**src/rtl/pm_port_arbiter_if.sv**
```systemverilog
// Bundle of the program-memory port arbiter's requester and memory-side signals.
// The arbiter connects through the slave modport. The requesters and the memory connect through the master modport.
interface pm_port_arbiter_if;
  // Request/grant: a requester raises i_*_req with a stable i_*_addr and holds both until it sees o_*_gnt.
  // o_*_gnt is combinational and lasts one cycle. The address is consumed in that cycle.
  // Every grant is answered later by exactly one single-cycle o_*_valid pulse. The pulse has no ready and cannot be stalled.
  logic        i_fetch_req;
  logic [15:0] i_fetch_addr;
  logic        o_fetch_gnt;
  logic        o_fetch_valid;
  logic [15:0] o_fetch_data;

  logic        i_lpm_req;
  logic [15:0] i_lpm_addr;
  logic        o_lpm_gnt;
  logic        o_lpm_valid;
  logic [7:0]  o_lpm_data;

  logic        o_pm_en;
  logic [15:0] o_pm_addr;
  logic [15:0] i_pm_data;
  logic        o_busy;

  modport master (
    output i_fetch_req, i_fetch_addr,
    input  o_fetch_gnt, o_fetch_valid, o_fetch_data,
    output i_lpm_req, i_lpm_addr,
    input  o_lpm_gnt, o_lpm_valid, o_lpm_data,
    input  o_pm_en, o_pm_addr,
    output i_pm_data,
    input  o_busy
  );

  modport slave (
    input  i_fetch_req, i_fetch_addr,
    output o_fetch_gnt, o_fetch_valid, o_fetch_data,
    input  i_lpm_req, i_lpm_addr,
    output o_lpm_gnt, o_lpm_valid, o_lpm_data,
    output o_pm_en, o_pm_addr,
    input  i_pm_data,
    output o_busy
  );
endinterface

```
**src/rtl/pm_port_arbiter.sv**
```systemverilog
// Shares the single program-memory read port between instruction fetch (PC) and LPM (Z pointer).
// Defining PM_ARB_ROUND_ROBIN_EN turns simultaneous requests into alternating grants instead of fixed fetch priority.
module pm_port_arbiter #(
  parameter int MEM_LAT = 1  // memory read latency in cycles, 1..4
) (
  input  logic             i_clk,
  input  logic             i_reset,
  pm_port_arbiter_if.slave bus,
  output logic [1:0]       o_dbg_state
);

  typedef enum logic [1:0] {
    ST_IDLE = 2'd0,
    ST_WAIT = 2'd1,
    ST_RESP = 2'd2
  } state_t;

  localparam logic [2:0] LAT_INIT = 3'(MEM_LAT);

  state_t      state, state_nx;
  logic [2:0]  lat_cnt, lat_cnt_nx;
  logic        owner_lpm;
  logic        byte_sel;
  logic [15:0] pm_addr;
  logic [15:0] fetch_data;
  logic [7:0]  lpm_data;
  logic        grant_fetch, grant_lpm;
  logic        capture;

`ifdef PM_ARB_ROUND_ROBIN_EN
  logic last_lpm;  // 1 when LPM held the most recent grant

  always_comb begin
    grant_fetch = 1'b0;
    grant_lpm   = 1'b0;
    if (state == ST_IDLE) begin
      if (bus.i_fetch_req && bus.i_lpm_req) begin
        grant_fetch = last_lpm;
        grant_lpm   = !last_lpm;
      end else begin
        grant_fetch = bus.i_fetch_req;
        grant_lpm   = bus.i_lpm_req;
      end
    end
  end

  always_ff @(posedge i_clk) begin
    if (i_reset) begin
      last_lpm <= 1'b1;
    end else if (grant_fetch) begin
      last_lpm <= 1'b0;
    end else if (grant_lpm) begin
      last_lpm <= 1'b1;
    end
  end
`else
  always_comb begin
    grant_fetch = 1'b0;
    grant_lpm   = 1'b0;
    if (state == ST_IDLE) begin
      grant_fetch = bus.i_fetch_req;
      grant_lpm   = bus.i_lpm_req && !bus.i_fetch_req;
    end
  end
`endif

  // The cycle with lat_cnt==1 is the one at whose closing edge memory data is valid.
  always_comb begin
    state_nx   = state;
    lat_cnt_nx = lat_cnt;
    capture    = 1'b0;
    case (state)
      ST_IDLE: begin
        if (grant_fetch || grant_lpm) begin
          state_nx   = ST_WAIT;
          lat_cnt_nx = LAT_INIT;
        end
      end
      ST_WAIT: begin
        lat_cnt_nx = lat_cnt - 3'd1;
        if (lat_cnt == 3'd1) begin
          capture  = 1'b1;
          state_nx = ST_RESP;
        end
      end
      ST_RESP: begin
        state_nx = ST_IDLE;
      end
      default: begin
        state_nx = ST_IDLE;
      end
    endcase
  end

  always_ff @(posedge i_clk) begin
    if (i_reset) begin
      state      <= ST_IDLE;
      lat_cnt    <= 3'd0;
      owner_lpm  <= 1'b0;
      byte_sel   <= 1'b0;
      pm_addr    <= 16'd0;
      fetch_data <= 16'd0;
      lpm_data   <= 8'd0;
    end else begin
      state   <= state_nx;
      lat_cnt <= lat_cnt_nx;
      if (grant_fetch) begin
        owner_lpm <= 1'b0;
        pm_addr   <= bus.i_fetch_addr;
      end else if (grant_lpm) begin
        owner_lpm <= 1'b1;
        byte_sel  <= bus.i_lpm_addr[0];
        pm_addr   <= {1'b0, bus.i_lpm_addr[15:1]};
      end
      // The LPM byte is selected at capture, so o_lpm_data holds only the byte the requester asked for.
      if (capture) begin
        if (owner_lpm) begin
          lpm_data <= byte_sel ? bus.i_pm_data[15:8] : bus.i_pm_data[7:0];
        end else begin
          fetch_data <= bus.i_pm_data;
        end
      end
    end
  end

  assign bus.o_fetch_gnt   = grant_fetch;
  assign bus.o_lpm_gnt     = grant_lpm;
  assign bus.o_fetch_valid = (state == ST_RESP) && !owner_lpm;
  assign bus.o_lpm_valid   = (state == ST_RESP) && owner_lpm;
  assign bus.o_fetch_data  = fetch_data;
  assign bus.o_lpm_data    = lpm_data;
  assign bus.o_pm_en       = (state == ST_WAIT);
  assign bus.o_pm_addr     = pm_addr;
  assign bus.o_busy        = (state != ST_IDLE);
  assign o_dbg_state       = state;

endmodule

```
**src/flat_wrapper.sv**
```systemverilog
// flat-port wrapper written by rule: the top's interface ports become plain ports
module pm_port_arbiter_flat 
#(
  parameter int MEM_LAT = 1                                        
)
  (i_clk, i_reset, o_dbg_state, bus_i_fetch_req, bus_i_fetch_addr, bus_o_fetch_gnt, bus_o_fetch_valid, bus_o_fetch_data, bus_i_lpm_req, bus_i_lpm_addr, bus_o_lpm_gnt, bus_o_lpm_valid, bus_o_lpm_data, bus_o_pm_en, bus_o_pm_addr, bus_i_pm_data, bus_o_busy);
  pm_port_arbiter_if bus_i ();
  input  logic i_clk;
  input  logic i_reset;
  output logic [1:0] o_dbg_state;
  input wire logic [$bits(bus_i.i_fetch_req)-1:0] bus_i_fetch_req;
  input wire logic [$bits(bus_i.i_fetch_addr)-1:0] bus_i_fetch_addr;
  output wire logic [$bits(bus_i.o_fetch_gnt)-1:0] bus_o_fetch_gnt;
  output wire logic [$bits(bus_i.o_fetch_valid)-1:0] bus_o_fetch_valid;
  output wire logic [$bits(bus_i.o_fetch_data)-1:0] bus_o_fetch_data;
  input wire logic [$bits(bus_i.i_lpm_req)-1:0] bus_i_lpm_req;
  input wire logic [$bits(bus_i.i_lpm_addr)-1:0] bus_i_lpm_addr;
  output wire logic [$bits(bus_i.o_lpm_gnt)-1:0] bus_o_lpm_gnt;
  output wire logic [$bits(bus_i.o_lpm_valid)-1:0] bus_o_lpm_valid;
  output wire logic [$bits(bus_i.o_lpm_data)-1:0] bus_o_lpm_data;
  output wire logic [$bits(bus_i.o_pm_en)-1:0] bus_o_pm_en;
  output wire logic [$bits(bus_i.o_pm_addr)-1:0] bus_o_pm_addr;
  input wire logic [$bits(bus_i.i_pm_data)-1:0] bus_i_pm_data;
  output wire logic [$bits(bus_i.o_busy)-1:0] bus_o_busy;
  assign bus_i.i_fetch_req = bus_i_fetch_req;
  assign bus_i.i_fetch_addr = bus_i_fetch_addr;
  assign bus_o_fetch_gnt = bus_i.o_fetch_gnt;
  assign bus_o_fetch_valid = bus_i.o_fetch_valid;
  assign bus_o_fetch_data = bus_i.o_fetch_data;
  assign bus_i.i_lpm_req = bus_i_lpm_req;
  assign bus_i.i_lpm_addr = bus_i_lpm_addr;
  assign bus_o_lpm_gnt = bus_i.o_lpm_gnt;
  assign bus_o_lpm_valid = bus_i.o_lpm_valid;
  assign bus_o_lpm_data = bus_i.o_lpm_data;
  assign bus_o_pm_en = bus_i.o_pm_en;
  assign bus_o_pm_addr = bus_i.o_pm_addr;
  assign bus_i.i_pm_data = bus_i_pm_data;
  assign bus_o_busy = bus_i.o_busy;
  pm_port_arbiter #(.MEM_LAT(MEM_LAT)) u_core (.i_clk(i_clk), .i_reset(i_reset), .bus(bus_i), .o_dbg_state(o_dbg_state));
endmodule
```
**config.mk**
```make
export PLATFORM = sky130hd
export DESIGN_NAME = pm_port_arbiter_flat
export DESIGN_NICKNAME = d
export VERILOG_FILES = /design/src/rtl/pm_port_arbiter_if.sv /design/src/rtl/pm_port_arbiter.sv /design/src/flat_wrapper.sv
export SDC_FILE = /design/constraint.sdc
export NUM_CORES = 1
export LEC_CHECK = 0
export CAP_MARGIN = 25
export CORE_UTILIZATION = 42
export CTS_CLUSTER_DIAMETER = 30
export DETAILED_ROUTE_END_ITERATION = 6
export PLACE_DENSITY = 0.91
export SLEW_MARGIN = 20
export SYNTH_ARGS = -nofsm -noshare
export SYNTH_HDL_FRONTEND = slang
export SYNTH_SLANG_ARGS = --single-unit
```
**constraint.sdc**
```tcl
create_clock -name i_clk -period 1.8 [get_ports i_clk]
set_clock_uncertainty 0.05 [all_clocks]
set_input_delay 0.27 -clock i_clk [delete_from_list [all_inputs] [get_ports i_clk]]
set_output_delay 0.27 -clock i_clk [all_outputs]
set_load 0.05 [all_outputs]
```
=== Word-level counts from Yosys, hierarchy flattened ===
Cells that the tools add are included.

* Flip-flop bits (word level): 47
* Latch bits: 0
* Memory bits (writable): 0
* ROM bits: 0
* Bits of input ports: 52
* Output and inout bits: 48
* Word-level logic and storage cells: 43
* Memories kept: 0

* $add $sub $neg: 1
* Multipliers: 0
* Div/mod/pow operators: 0
* $lt $le $gt $ge: 0
* Equal/unequal tests: 5
* Shift operators: 0
* Muxes and demuxes: 12
* Bitwise logic cells: 2
* Reduce and logical (&&, ||, !) cells: 16

{| class="wikitable"
|+ Operators with widths
! operator !! number
|-
| 16-bit 2-to-1 mux || 2
|-
| 2-bit AND reduction || 5
|-
| 8-bit 2-to-1 mux || 1
|-
| 3-bit case mux with 2 select lines || 1
|-
| 2-bit nonzero test || 3
|-
| 1-bit 2-to-1 mux || 4
|-
| 2-bit 2-to-1 mux || 2
|-
| 2-bit case mux with 2 select lines || 1
|-
| 3-bit by 1-bit == test with 1-bit output, second input constant || 1
|-
| 1-bit logical AND || 3
|-
| 3-bit 2-to-1 mux || 1
|-
| 3-bit by 1-bit subtractor with 3-bit output, second input constant || 1
|-
| 2-bit by 1-bit == test with 1-bit output, second input constant || 1
|-
| 2-bit == test, second input constant || 1
|-
| 1-bit logical NOT || 2
|-
| 2-bit logical NOT || 1
|-
| 2-bit by 1-bit != test with 1-bit output, second input constant || 1
|-
| 2-bit != test, second input constant || 1
|-
| 1-bit NOT || 2
|-
| 2-bit OR reduction || 1
|-
| 1-bit logical OR || 1
|}

=== Longest topological paths before layout ===
* Depth in word-level cells: 6
* Depth in mapped cells: 7
* Mapped depth without buffers: 5

=== Worst setup path after synthesis ===
No wires, ideal clock.

* Path type: register to output
* Start: register u_core.state[1], in the netlist u_core.o_dbg_state[1]
* End: output port bus_o_fetch_valid
* Arrival: 1938 ps
* Slack: -458 ps
* Cell stages (with the launch flop): 2
* Path through: dfxtp_1 -> nor3b_1

* Word-level cells in the longest chain between the ends: 2

{| class="wikitable"
|+ Ends and longest elaborated chain
! what !! line !! text
|-
| start: declaration || pm_port_arbiter.sv:20 || <nowiki>state_t state, state_nx;</nowiki>
|-
| start signal: assignment || pm_port_arbiter.sv:105 || <nowiki>state <= state_nx;</nowiki>
|-
| 2-bit == test || pm_port_arbiter.sv:128 || <nowiki>assign bus.o_fetch_valid = (state == ST_RESP) && !owner_lpm;</nowiki>
|-
| 1-bit logical AND || pm_port_arbiter.sv:128 ||
|-
| end: declaration || flat_wrapper.sv:14 || <nowiki>output wire logic [$bits(bus_i.o_fetch_valid)-1:0] bus_o_fetch_valid;</nowiki>
|}

No other way between the ends.

=== Worst setup path in the final report ===
* Start: register u_core.fetch_data[12], in the netlist u_core.bus.o_fetch_data[12]
* End: output port bus_o_fetch_data[12]

{| class="wikitable"
|+ RTL lines
! what !! line !! text
|-
| start: declaration || pm_port_arbiter.sv:25 || <nowiki>logic [15:0] fetch_data;</nowiki>
|-
| start signal: assignment || pm_port_arbiter.sv:120 || <nowiki>fetch_data <= bus.i_pm_data;</nowiki>
|-
| end: declaration || flat_wrapper.sv:15 || <nowiki>output wire logic [$bits(bus_i.o_fetch_data)-1:0] bus_o_fetch_data;</nowiki>
|}

No word-level cell between the ends.

==> key figures <==
Floorplan
  • Num rows: 26
  • Initial Util: 44.6%
  • Ports: 100
  • Die area: 5870 um^2
  • Die Y: 76.6 um
  • Core ar.: 5240 um^2
  • DIE WIDTH: 76.6 um

Timing
  • Fmax: 569 MHz
  • Fin crit period: 1.76 ns
  • Least-Margin Pin Slew: 0.578 ns
  • Slew Limit Headroom: 61.4%
  • RSZ-0062 raised after global routing: false
  • Max Slew Vio Count: 0
  • Final period util: 97.6%
  • Hold WS: 0.368 ns
  • Final hold violation count: 0
  • Final setup violation count: 0

Critical path
  • Largest stage delay, worst path: 0.80 ns
  • R2R Path End: u_core.bus.o_lpm_data[0]
  • Worst EP arrival: 1.44 ns
  • CP Max Fanout: 2
  • Slowest stage cell, crit path: clkdlybuf4s50_1
  • Critical Path, Cell by Cell: clkdlybuf4s50_1
  • CP Class: flop to primary output
  • Reg-to-reg slack, setup: 0.30 ns
  • CP endpoint kind: primary output
  • Worst R2R Path Depth: 6
  • Setup crit start kind: flop
  • CP top delay family: buffers and inverters
  • Buf/Inv on CP: 1
  • Worst path required time: 1.48 ns
  • Crit Reg-Reg Startpoint: u_core.lat_cnt[1]

Synth
  • Mapped cell area: 2340 um^2
  • Post-Synthesis Cells: 253
  • Area share of the largest cell type after synthesis: 40.2%
  • Yosys Warn Count: 0
  • Prevailing post-synth register cell: dfxtp_1
  • #FFs+latches synth: 47
  • Synth top area cells: dfxtp_1, mux2i_1, nand2b_1
  • Count of cell types in the netlist: 30
  • Post-synthesis async set-or-reset flop share: 0%
  • Number of synthesized flops with an enable pin: 0
  • Synth Area per Inst: 9.24 um^2
  • Register area share after synthesis: 40.2%
  • Cell taking the most area after synthesis: dfxtp_1
  • Synthesized Nets: 307

Pwr
  • Peak VDD IR: 477 uV
  • Lkg Pwr: 1.68 nW
  • Cell Pwr Density: 868 nW/um^2

Cells and area
  • Area of the multi-input gates: 1160 um^2
  • # diodes: 0
  • Area growth syn-to-layout: 54.3%
  • Post-route insts no fill: 421
  • Fillcell total: 416
  • Final nets: 404
  • Share of layout cells above drive strength 1: 17.9%
  • Reg area: 942 um^2

Global route
  • Largest net degree at the start of global routing: 64
  • Initial antenna violation count: 0
  • Total grt overflow: 0
  • Total Routing Usage GR: 20.3%
  • Vias in the first global route: 2068
  • First-pass GRT wire length: 9.57 mm

Hold path
  • Hold path endpoint: u_core.byte_sel
  • WHS Path Cells: 3
  • Min-Delay Startpoint: i_reset
  • Hold crit path type: primary input to flop

Clock tree
  • Root buf cell: clkbuf_8
  • Clock Latency Late Sink: 0.30 ns
  • Clk sink count: 47
  • Post-CTS Setup Bufs: 0
  • CTS tree: built
  • Worst-case clock buffer depth: 2
  • H-tree depth: 2
  • Hold_buf cts: 0
  • Clock transition at path regs: 0.09 ns
  • CTS Buf Count: 5

Drt
  • Met3 Routed Length: 443 um
  • Met1 Wirelength: 2.59 mm
  • Post-Route WL: 5.90 mm
  • Post-DRT Antenna Nets: 0
  • Drt first pass iters: 4
  • Via count: 2160
  • Final routed DRC violation total: 0
  • Metal2 WL: 2.79 mm
  • Initial DRC Count: 109
  • Via density: 5.13
  • Post-DR wirelength/cell: 14.0 um
  • DR top layer: met4

Job
  • Max-cap viol count: 0

Placement
  • Final Wtd Congestion: 0.767
  • I/O Buffers: 99
  • DP Cell Count: 413
  • HPWL Detailed: 4.37 mm

Outcome
  • Status: finished clean
==> through the flow <==
stage | setup TNS [ns] | total power, mW | instance area (um^2) | util, % | worst slack [ns]
floorplan | -0.0748 | 1.91 | 2350 | - | -0.0243
global placement | 0 | 2.34 | 3450 | 65.9 | 0.0781
detailed placement | -0.0171 | 2.36 | 3450 | 65.9 | -0.0171
CTS | 0 | 3.15 | 3570 | 68.1 | 0.00290
global route | 0 | 3.27 | 3610 | 68.9 | 0.0000541
finish | 0 | 3.13 | 3610 | 68.9 | 0.0436
==> tightest hold or removal path, cell delays in order <==
cell and delay, ns:
buf_2 0.11, buf_12 0.18, nor2_1 0.11
==> routing by layer <==
layer | vias up | track usage (%)
li1 | 1056 | -
met1 | 996 | 24.5
met2 | 99 | 34.4
met3 | 9 | 6.11
met4 | 0 | 6.73
met5 | - | 0
==> synthesized netlist by cell type (2+ instances only) <==
cell type	number
a211oi_2	8
a21oi_1	12
a221oi_1	16
a22o_1	15
buf_1	2
buf_2	7
buf_6	3
clkbuf_1	9
dfxtp_1	47
ha_1	2
inv_1	34
mux2i_1	25
nand2b_1	34
nor2_1	18
nor2b_1	3
nor3b_1	2
o211ai_1	2
o21ai_0	2
==> final cells by class <==
cell class	count	area share (%)
Tap cell	70	2.43
Inverter	34	3.54
Clock inverter	2	0.971
Timing Repair Buffer	112	32.6
Multi-Input combinational cell	150	32.0
Clock buffer	6	2.29
Sequential cell	47	26.1
==> sequential cells by signal, summed over array words and instances, names as in the netlist <==
signal,count
u_core.bus.o_fetch_data,16
u_core.bus.o_pm_addr,16
u_core.bus.o_lpm_data,8
u_core.lat_cnt,3
u_core.o_dbg_state,2
u_core.byte_sel,1
u_core.owner_lpm,1
==> report_power, final <==
group	switching (mW)	total (mW)	internal [mW]
Combinational	0.649	1.13	0.480
Sequential	0.0684	1.21	1.14
Clock	0.348	0.797	0.449
==> cells in the final DEF (no fill, tap or decap), drive strengths merged, types with 3 or more instances in the layout <==
cell and instances:
mux2i 25, clkdlybuf4s50 57, inv 34, a211oi 8
clkbuf 6, nor2b 4, nand2b 34, nor2 18
dfxtp 47, o21ai 3, a22o 15, a221oi 16
a21oi 12, dlymetal6s2s 14, buf 41
==> worst max path at each step <==
stage / startpoint / to / cells after the start
after global routing: u_core.bus.o_fetch_data[15] / bus_o_fetch_data[15] / 1
after detailed placement: bus_i_fetch_req / u_core.bus.o_pm_addr[11] / 6
final: u_core.bus.o_fetch_data[12] / bus_o_fetch_data[12] / 1
after floorplan: u_core.o_dbg_state[1] / bus_o_fetch_valid / 1
after global placement: bus_i_fetch_req / bus_o_lpm_gnt / 4
after CTS: u_core.bus.o_pm_addr[10] / bus_o_pm_addr[10] / 1
==> cell families (layout without fill, tap and decap cells) <==
family / Yosys count / count (layout) / synth area share [%]
compound gates: 58 / 58 / 20.3
fa+ha+maj: 2 / 2 / 1.07
buf+inv: 56 / 154 / 11.0
flops: 47 / 47 / 40.2
mux: 25 / 25 / 10.7
simple gates: 65 / 65 / 16.6
==> what timing repair did <==
| action | 4_1_cts | 5_1_grt |
|---|---|---|
| setup endpoints to repair | 0 | 17 |
| resized for setup | 0 | 16 |
| endpoints found under the hold margin | 0 | 0 |
No activity file was read; power rests on OpenSTA's default activity.
